==> config.mk <==
export PLATFORM = sky130hd
export DESIGN_NAME = parking_gate_scheduler
export DESIGN_NICKNAME = d
export VERILOG_FILES = /design/src/rtl/parking_pkg.sv /design/src/rtl/parking_gate_scheduler_gate_timer.sv /design/src/rtl/parking_gate_scheduler.sv
export SDC_FILE = /design/constraint.sdc
export NUM_CORES = 1
export LEC_CHECK = 0
export CAP_MARGIN = 20
export CORE_MARGIN = 2
export CORE_UTILIZATION = 45
export DETAILED_ROUTE_END_ITERATION = 8
export PLACE_DENSITY = 0.69
export SLEW_MARGIN = 20
export SYNTH_ARGS = -nofsm -noshare
export SYNTH_HDL_FRONTEND = slang
export SYNTH_HIERARCHICAL = 1
export SYNTH_SLANG_ARGS = --single-unit
==> constraint.sdc <==
create_clock -name Clk -period 6.1 [get_ports Clk]
set_clock_uncertainty 0.15 [all_clocks]
set_input_delay 0.915 -clock Clk [delete_from_list [all_inputs] [get_ports Clk]]
set_output_delay 0.915 -clock Clk [all_outputs]
set_load 0.05 [all_outputs]
==> src/rtl/parking_pkg.sv <==
// Shared types for the parking lot barrier sequencing logic.
// State encoding, lane identifiers and the PIN constant shared with the gate controller.
package parking_pkg;

    // One-hot, matching the gate controller's encoding style
    typedef enum logic [2:0] {
        ST_IDLE  = 3'b001,
        ST_OPEN  = 3'b010,
        ST_CLOSE = 3'b100
    } state_e;

    typedef enum logic {
        LANE_ENTRY = 1'b0,
        LANE_EXIT  = 1'b1
    } lane_e;

    localparam logic [15:0] PIN_CORRECTO = 16'h2468;

endpackage

==> src/rtl/parking_gate_scheduler_gate_timer.sv <==
// Loadable down-counter used for both the open window and the guard interval.
// Ports: Clk, Reset, Load_i, Value_i, En_i (decrement), Zero_o (count == 0).
module gate_timer #(
    parameter int TMR_W = 7
) (
    input  logic             Clk,
    input  logic             Reset,
    input  logic             Load_i,
    input  logic [TMR_W-1:0] Value_i,
    input  logic             En_i,
    output logic             Zero_o
);

    logic [TMR_W-1:0] cnt_q;

    // Load has priority; the count parks at zero
    always_ff @(posedge Clk) begin
        if (Reset) begin
            cnt_q <= '0;
        end else if (Load_i) begin
            cnt_q <= Value_i;
        end else if (En_i && (cnt_q != '0)) begin
            cnt_q <= cnt_q - TMR_W'(1);
        end
    end

    assign Zero_o = (cnt_q == '0);

endmodule

==> src/rtl/parking_gate_scheduler.sv <==
// Shared barrier sequencer: round-robin entry/exit grants, open window with
// timeout, guard interval, and lot occupancy tracking.
// Ports: Clk, Reset (sync, active-high); ReqEntrada/ReqSalida lane requests;
// Termino pass sensor pulse; Bloqueo gate lock; GntEntrada/GntSalida grant
// pulses; AbrirPuerta barrier command; Ocupacion/Lleno/Vacio occupancy;
// Timeout open-window expiry pulse.
// Optional PARKING_STATS_EN: adds TotalEntradas, TotalSalidas, TimeoutCnt.
module parking_gate_scheduler
    import parking_pkg::*;
#(
    parameter int CAPACITY     = 16,
    parameter int OCC_W        = 5,
    parameter int OPEN_CYCLES  = 64,
    parameter int GUARD_CYCLES = 4,
    parameter int TMR_W        = 7
) (
    input  logic             Clk,
    input  logic             Reset,
    input  logic             ReqEntrada,
    input  logic             ReqSalida,
    input  logic             Termino,
    input  logic             Bloqueo,
    output logic             GntEntrada,
    output logic             GntSalida,
    output logic             AbrirPuerta,
    output logic [OCC_W-1:0] Ocupacion,
    output logic             Lleno,
    output logic             Vacio,
`ifdef PARKING_STATS_EN
    output logic [15:0]      TotalEntradas,
    output logic [15:0]      TotalSalidas,
    output logic [7:0]       TimeoutCnt,
`endif
    output logic             Timeout
);

    localparam logic [OCC_W-1:0] OCC_MAX   = OCC_W'(CAPACITY);
    localparam logic [TMR_W-1:0] OPEN_LOAD = TMR_W'(OPEN_CYCLES - 1);
    localparam logic [TMR_W-1:0] GRD_LOAD  = TMR_W'(GUARD_CYCLES - 1);

    state_e           state_q, state_d;
    lane_e            lane_q, lane_d;
    lane_e            last_q, last_d;
    logic [OCC_W-1:0] occ_q, occ_d;
    logic             gnt_e_q, gnt_e_d;
    logic             gnt_s_q, gnt_s_d;
    logic             abrir_q, abrir_d;
    logic             tmo_q, tmo_d;

    logic             tmr_load;
    logic [TMR_W-1:0] tmr_val;
    logic             tmr_en;
    logic             tmr_zero;

    logic             full;
    logic             empty;
    logic             elig_e;
    logic             elig_s;

    assign full   = (occ_q == OCC_MAX);
    assign empty  = (occ_q == '0);
    assign elig_e = ReqEntrada & ~full & ~Bloqueo;
    assign elig_s = ReqSalida & ~empty;

    gate_timer #(
        .TMR_W (TMR_W)
    ) u_timer (
        .Clk     (Clk),
        .Reset   (Reset),
        .Load_i  (tmr_load),
        .Value_i (tmr_val),
        .En_i    (tmr_en),
        .Zero_o  (tmr_zero)
    );

    always_comb begin
        state_d  = state_q;
        lane_d   = lane_q;
        last_d   = last_q;
        occ_d    = occ_q;
        gnt_e_d  = 1'b0;
        gnt_s_d  = 1'b0;
        abrir_d  = 1'b0;
        tmo_d    = 1'b0;
        tmr_load = 1'b0;
        tmr_val  = GRD_LOAD;
        tmr_en   = 1'b0;

        unique case (state_q)
            ST_IDLE: begin
                if (elig_e || elig_s) begin
                    // Contention goes to the lane not served last
                    if (elig_e && (!elig_s || last_q == LANE_EXIT)) begin
                        lane_d  = LANE_ENTRY;
                        last_d  = LANE_ENTRY;
                        gnt_e_d = 1'b1;
                    end else begin
                        lane_d  = LANE_EXIT;
                        last_d  = LANE_EXIT;
                        gnt_s_d = 1'b1;
                    end
                    abrir_d  = 1'b1;
                    tmr_load = 1'b1;
                    tmr_val  = OPEN_LOAD;
                    state_d  = ST_OPEN;
                end
            end

            ST_OPEN: begin
                abrir_d = 1'b1;
                if (lane_q == LANE_ENTRY && Bloqueo) begin
                    // Lock during an entry pass aborts it uncounted
                    abrir_d  = 1'b0;
                    tmr_load = 1'b1;
                    state_d  = ST_CLOSE;
                end else if (Termino) begin
                    if (lane_q == LANE_ENTRY) begin
                        if (occ_q != OCC_MAX) occ_d = occ_q + OCC_W'(1);
                    end else begin
                        if (occ_q != '0) occ_d = occ_q - OCC_W'(1);
                    end
                    abrir_d  = 1'b0;
                    tmr_load = 1'b1;
                    state_d  = ST_CLOSE;
                end else if (tmr_zero) begin
                    tmo_d    = 1'b1;
                    abrir_d  = 1'b0;
                    tmr_load = 1'b1;
                    state_d  = ST_CLOSE;
                end else begin
                    tmr_en = 1'b1;
                end
            end

            ST_CLOSE: begin
                if (tmr_zero) begin
                    state_d = ST_IDLE;
                end else begin
                    tmr_en = 1'b1;
                end
            end

            default: begin
                state_d = ST_IDLE;
            end
        endcase
    end

    always_ff @(posedge Clk) begin
        if (Reset) begin
            state_q <= ST_IDLE;
            lane_q  <= LANE_ENTRY;
            last_q  <= LANE_EXIT;
            occ_q   <= '0;
            gnt_e_q <= 1'b0;
            gnt_s_q <= 1'b0;
            abrir_q <= 1'b0;
            tmo_q   <= 1'b0;
        end else begin
            state_q <= state_d;
            lane_q  <= lane_d;
            last_q  <= last_d;
            occ_q   <= occ_d;
            gnt_e_q <= gnt_e_d;
            gnt_s_q <= gnt_s_d;
            abrir_q <= abrir_d;
            tmo_q   <= tmo_d;
        end
    end

    assign GntEntrada  = gnt_e_q;
    assign GntSalida   = gnt_s_q;
    assign AbrirPuerta = abrir_q;
    assign Ocupacion   = occ_q;
    assign Lleno       = full;
    assign Vacio       = empty;
    assign Timeout     = tmo_q;

`ifdef PARKING_STATS_EN
    logic [15:0] tot_e_q;
    logic [15:0] tot_s_q;
    logic [7:0]  tmo_cnt_q;
    logic        pass_e;
    logic        pass_s;

    // Completed passes mirror the counted branch of the OPEN state
    assign pass_e = (state_q == ST_OPEN) && (lane_q == LANE_ENTRY)
                  && !Bloqueo && Termino;
    assign pass_s = (state_q == ST_OPEN) && (lane_q == LANE_EXIT)
                  && Termino;

    always_ff @(posedge Clk) begin
        if (Reset) begin
            tot_e_q   <= '0;
            tot_s_q   <= '0;
            tmo_cnt_q <= '0;
        end else begin
            if (pass_e) tot_e_q <= tot_e_q + 16'd1;
            if (pass_s) tot_s_q <= tot_s_q + 16'd1;
            if (tmo_d && tmo_cnt_q != 8'hFF) tmo_cnt_q <= tmo_cnt_q + 8'd1;
        end
    end

    assign TotalEntradas = tot_e_q;
    assign TotalSalidas  = tot_s_q;
    assign TimeoutCnt    = tmo_cnt_q;
`endif

endmodule

==> run metrics <==
Synth Instances 144; most common cell after layout, fill and taps aside dfxtp_1; maximum VDD drop 0.149 mV; Max Cap Violations 0; final cell count without fillers 194; antenna violations before repair 0; Crit Path Category register to output pin; number of top-level pins 17; area of the multi-input gates 822 um^2; met2 routed wirelength around 1.2 mm; post-synth top area share 32.8%; most frequent cells in the layout 21 x dfxtp_1, 16 x clkdlybuf4s50_1, 13 x nor2_1, 12 x a21oi_1, 9 x inv_1; CP Launch Type register; Crit Path Max Fanout 7; synthesized area roughly 1300 um^2; Ys Warns 6; I/O Buffers 16; Min-Delay Path Class register to register; Die Area 3290 um^2; gr ovfl total 0; critical path required time 5.03 ns; total number of vias approximately 1.1k; Clk pwr share 24.5%; Int Power 194 uW; worst r2r src Ocupacion[0]; Post-DRT Antenna Nets 0; Placed Instances 190; final wirelength 2.62 mm; CTS Hold Bufs 0; maximum clock insertion buffer count 2; setup violators final 0; top_reg_cell synth dfxtp_1; hold path start u_timer/cnt_q[6]; power consumption between 200 and 300 uW; part of the cycle the worst path needs a little under three fifths; Std-Cell Core Area 2730 um^2; GRT Total Usage 18.3%; DRC 0; switch share 30.4%; TritonCTS clock tree built; power per cell area 186 nW/um^2; wl on met1 1.27 mm; Worst-Skew Late Latency 0.31 ns; CTS root buf clkbuf_4; Layout area overhead 17.4%; Final Hold Violating Endpoints 0; Syn Area/Cell between 8 and 9 um^2; cell taking the most area after synthesis dfxtp_1; Final Max Tran Viols 0; combinational power share 20.7%; Lkg Pwr around 0.00056 uW; FF/Latch Area 420 um^2; met3 routed WL 106 um; setup TNS 0 ns; vias per cell 5.77; Routed WL per cell 13.5 um; Seq/Total Area, Yosys 32.8%; outcome finished clean; ANT cells 0; chip width approximately 57 um; Net Sw Power 84.8 uW; Synth cell types 51; die height between 50 and 60 um; # rows 19; ys async rst share 0%; vias in the first global route around 1.0k; clk sinks 21; DP Wirelength 1.97 mm; Yosys reg bits 21; CP arrival 2.32 ns; Post-synth EDFFs 0; Worst Setup End Kind output pin; Critical Path Start Ocupacion[0]; First DRT Iteration DRCs 29; Post-layout nets about 180; CTS H-tree lvls 1; fillers 252; first-pass GRT wire length 4.69 mm; Period minus WS final roughly 3.4 ns; RSZ-0062 raised after global routing false; layout cell share with drive strength beyond 1 10.4%; fmax ~0.30 GHz; clk slew on worst S/H paths approximately 0.12 ns; total CTS buffers 3; largest net degree at the start of global routing 20; post-CTS setup buffer count 0; Starting Density 46.8%; synth top area cells dfxtp_1 33%, a21oi_1 4.7%, ha_1 3.9%; Resize count post-CTS 0; Worst Tran Pin Value 0.734 ns; Initial DRT Pass Iterations 4; Max-slew headroom between 50% and 60%; RePlAce Congestion roughly 0.84; Seq pwr share 54.7%; top routing layer used met4
[worst paths after layout]
| path | end | slack [ns] | cells after the start |
|---|---|---|---|
| worst max-delay path | Vacio | 2.72 | 3 |
| worst min-delay path | u_timer/cnt_q[6] | 0.37 | 2 |
| worst max register to register | u_timer/cnt_q[5] | 3.35 | 7 |
| worst min register to register | u_timer/cnt_q[6] | 0.37 | 2 |
[kinds of logic (layout without fill, tap and decap cells)]
family,Yosys count,after routing,synth area share [%]
AOI/OAI and AO/OA,44,44,26.6
xor gates and xnor gates,3,3,2.05
adders and majority gates,5,5,5.47
buffers and inverters,11,29,3.23
DFF,21,21,32.8
muxes,3,3,2.44
other,2,3,0.587
and+or+nand+nor,55,55,26.8
[metal layers]
metal / vias up / global-route usage, %
li1: 572 / -
met1: 526 / 24.4
met2: 18 / 29.2
met3: 4 / 5.22
met4: 0 / 4.98
met5: - / 0
[area by class of cell]
| class | count | share of cell area [%] |
|---|---|---|
| timing repair buffer | 16 | 10.7 |
| tap | 31 | 2.58 |
| clock buffer | 3 | 1.50 |
| clock inverter | 1 | 0.333 |
| multi-input combinational | 113 | 54.7 |
| inverter | 9 | 2.25 |
| sequential | 21 | 28.0 |
[stage by stage]
step | setup WS (ns) | utilization (%) | instance area (um^2) | hold slack (ns)
after floorplan | 3.16 | - | 1280 | 0.332
after global placement | 2.76 | 54.0 | 1480 | 0.343
after detailed placement | 2.61 | 54.0 | 1480 | 0.354
after CTS | 2.69 | 55.0 | 1500 | 0.379
after global routing | 2.62 | 55.0 | 1500 | 0.431
final | 2.72 | 55.0 | 1500 | 0.373
[power by group through the flow]
stage,Sequential (uW),Combinational (uW),Clock (uW)
finish,153,57.9,68.4
global route,154,65.1,77.5
CTS,153,57.8,70.2
detailed placement,156,57.6,0
global placement,155,57.0,0
floorplan,157,41.1,0
[sequential cells by signal (all words and copies together), names as in the netlist]
register and count:
Timeout 1, last_q 1, state_q 3, lane_q 1, u_timer/cnt_q 7, Ocupacion 5, AbrirPuerta 1, GntEntrada 1
GntSalida 1
[synthesized netlist by cell type, types with 3 or more instances]
cell       n
nand2_1    3
nand3_1    4
inv_1      9
ha_1       4
nor2_1    13
a21o_1     3
nor2b_1    3
a211oi_1   5
dfxtp_1   21
a21oi_1   12
o21ai_0    7
nand2b_1   4
nor3_1     6
o31ai_1    3
[critical path, cell delays in order, from the launching register on]
cell and delay [ns]:
dfxtp_1 0.41, or4_4 0.61, nor2_1 0.17, clkdlybuf4s50_1 0.82
No activity file was read; power rests on OpenSTA's default activity.
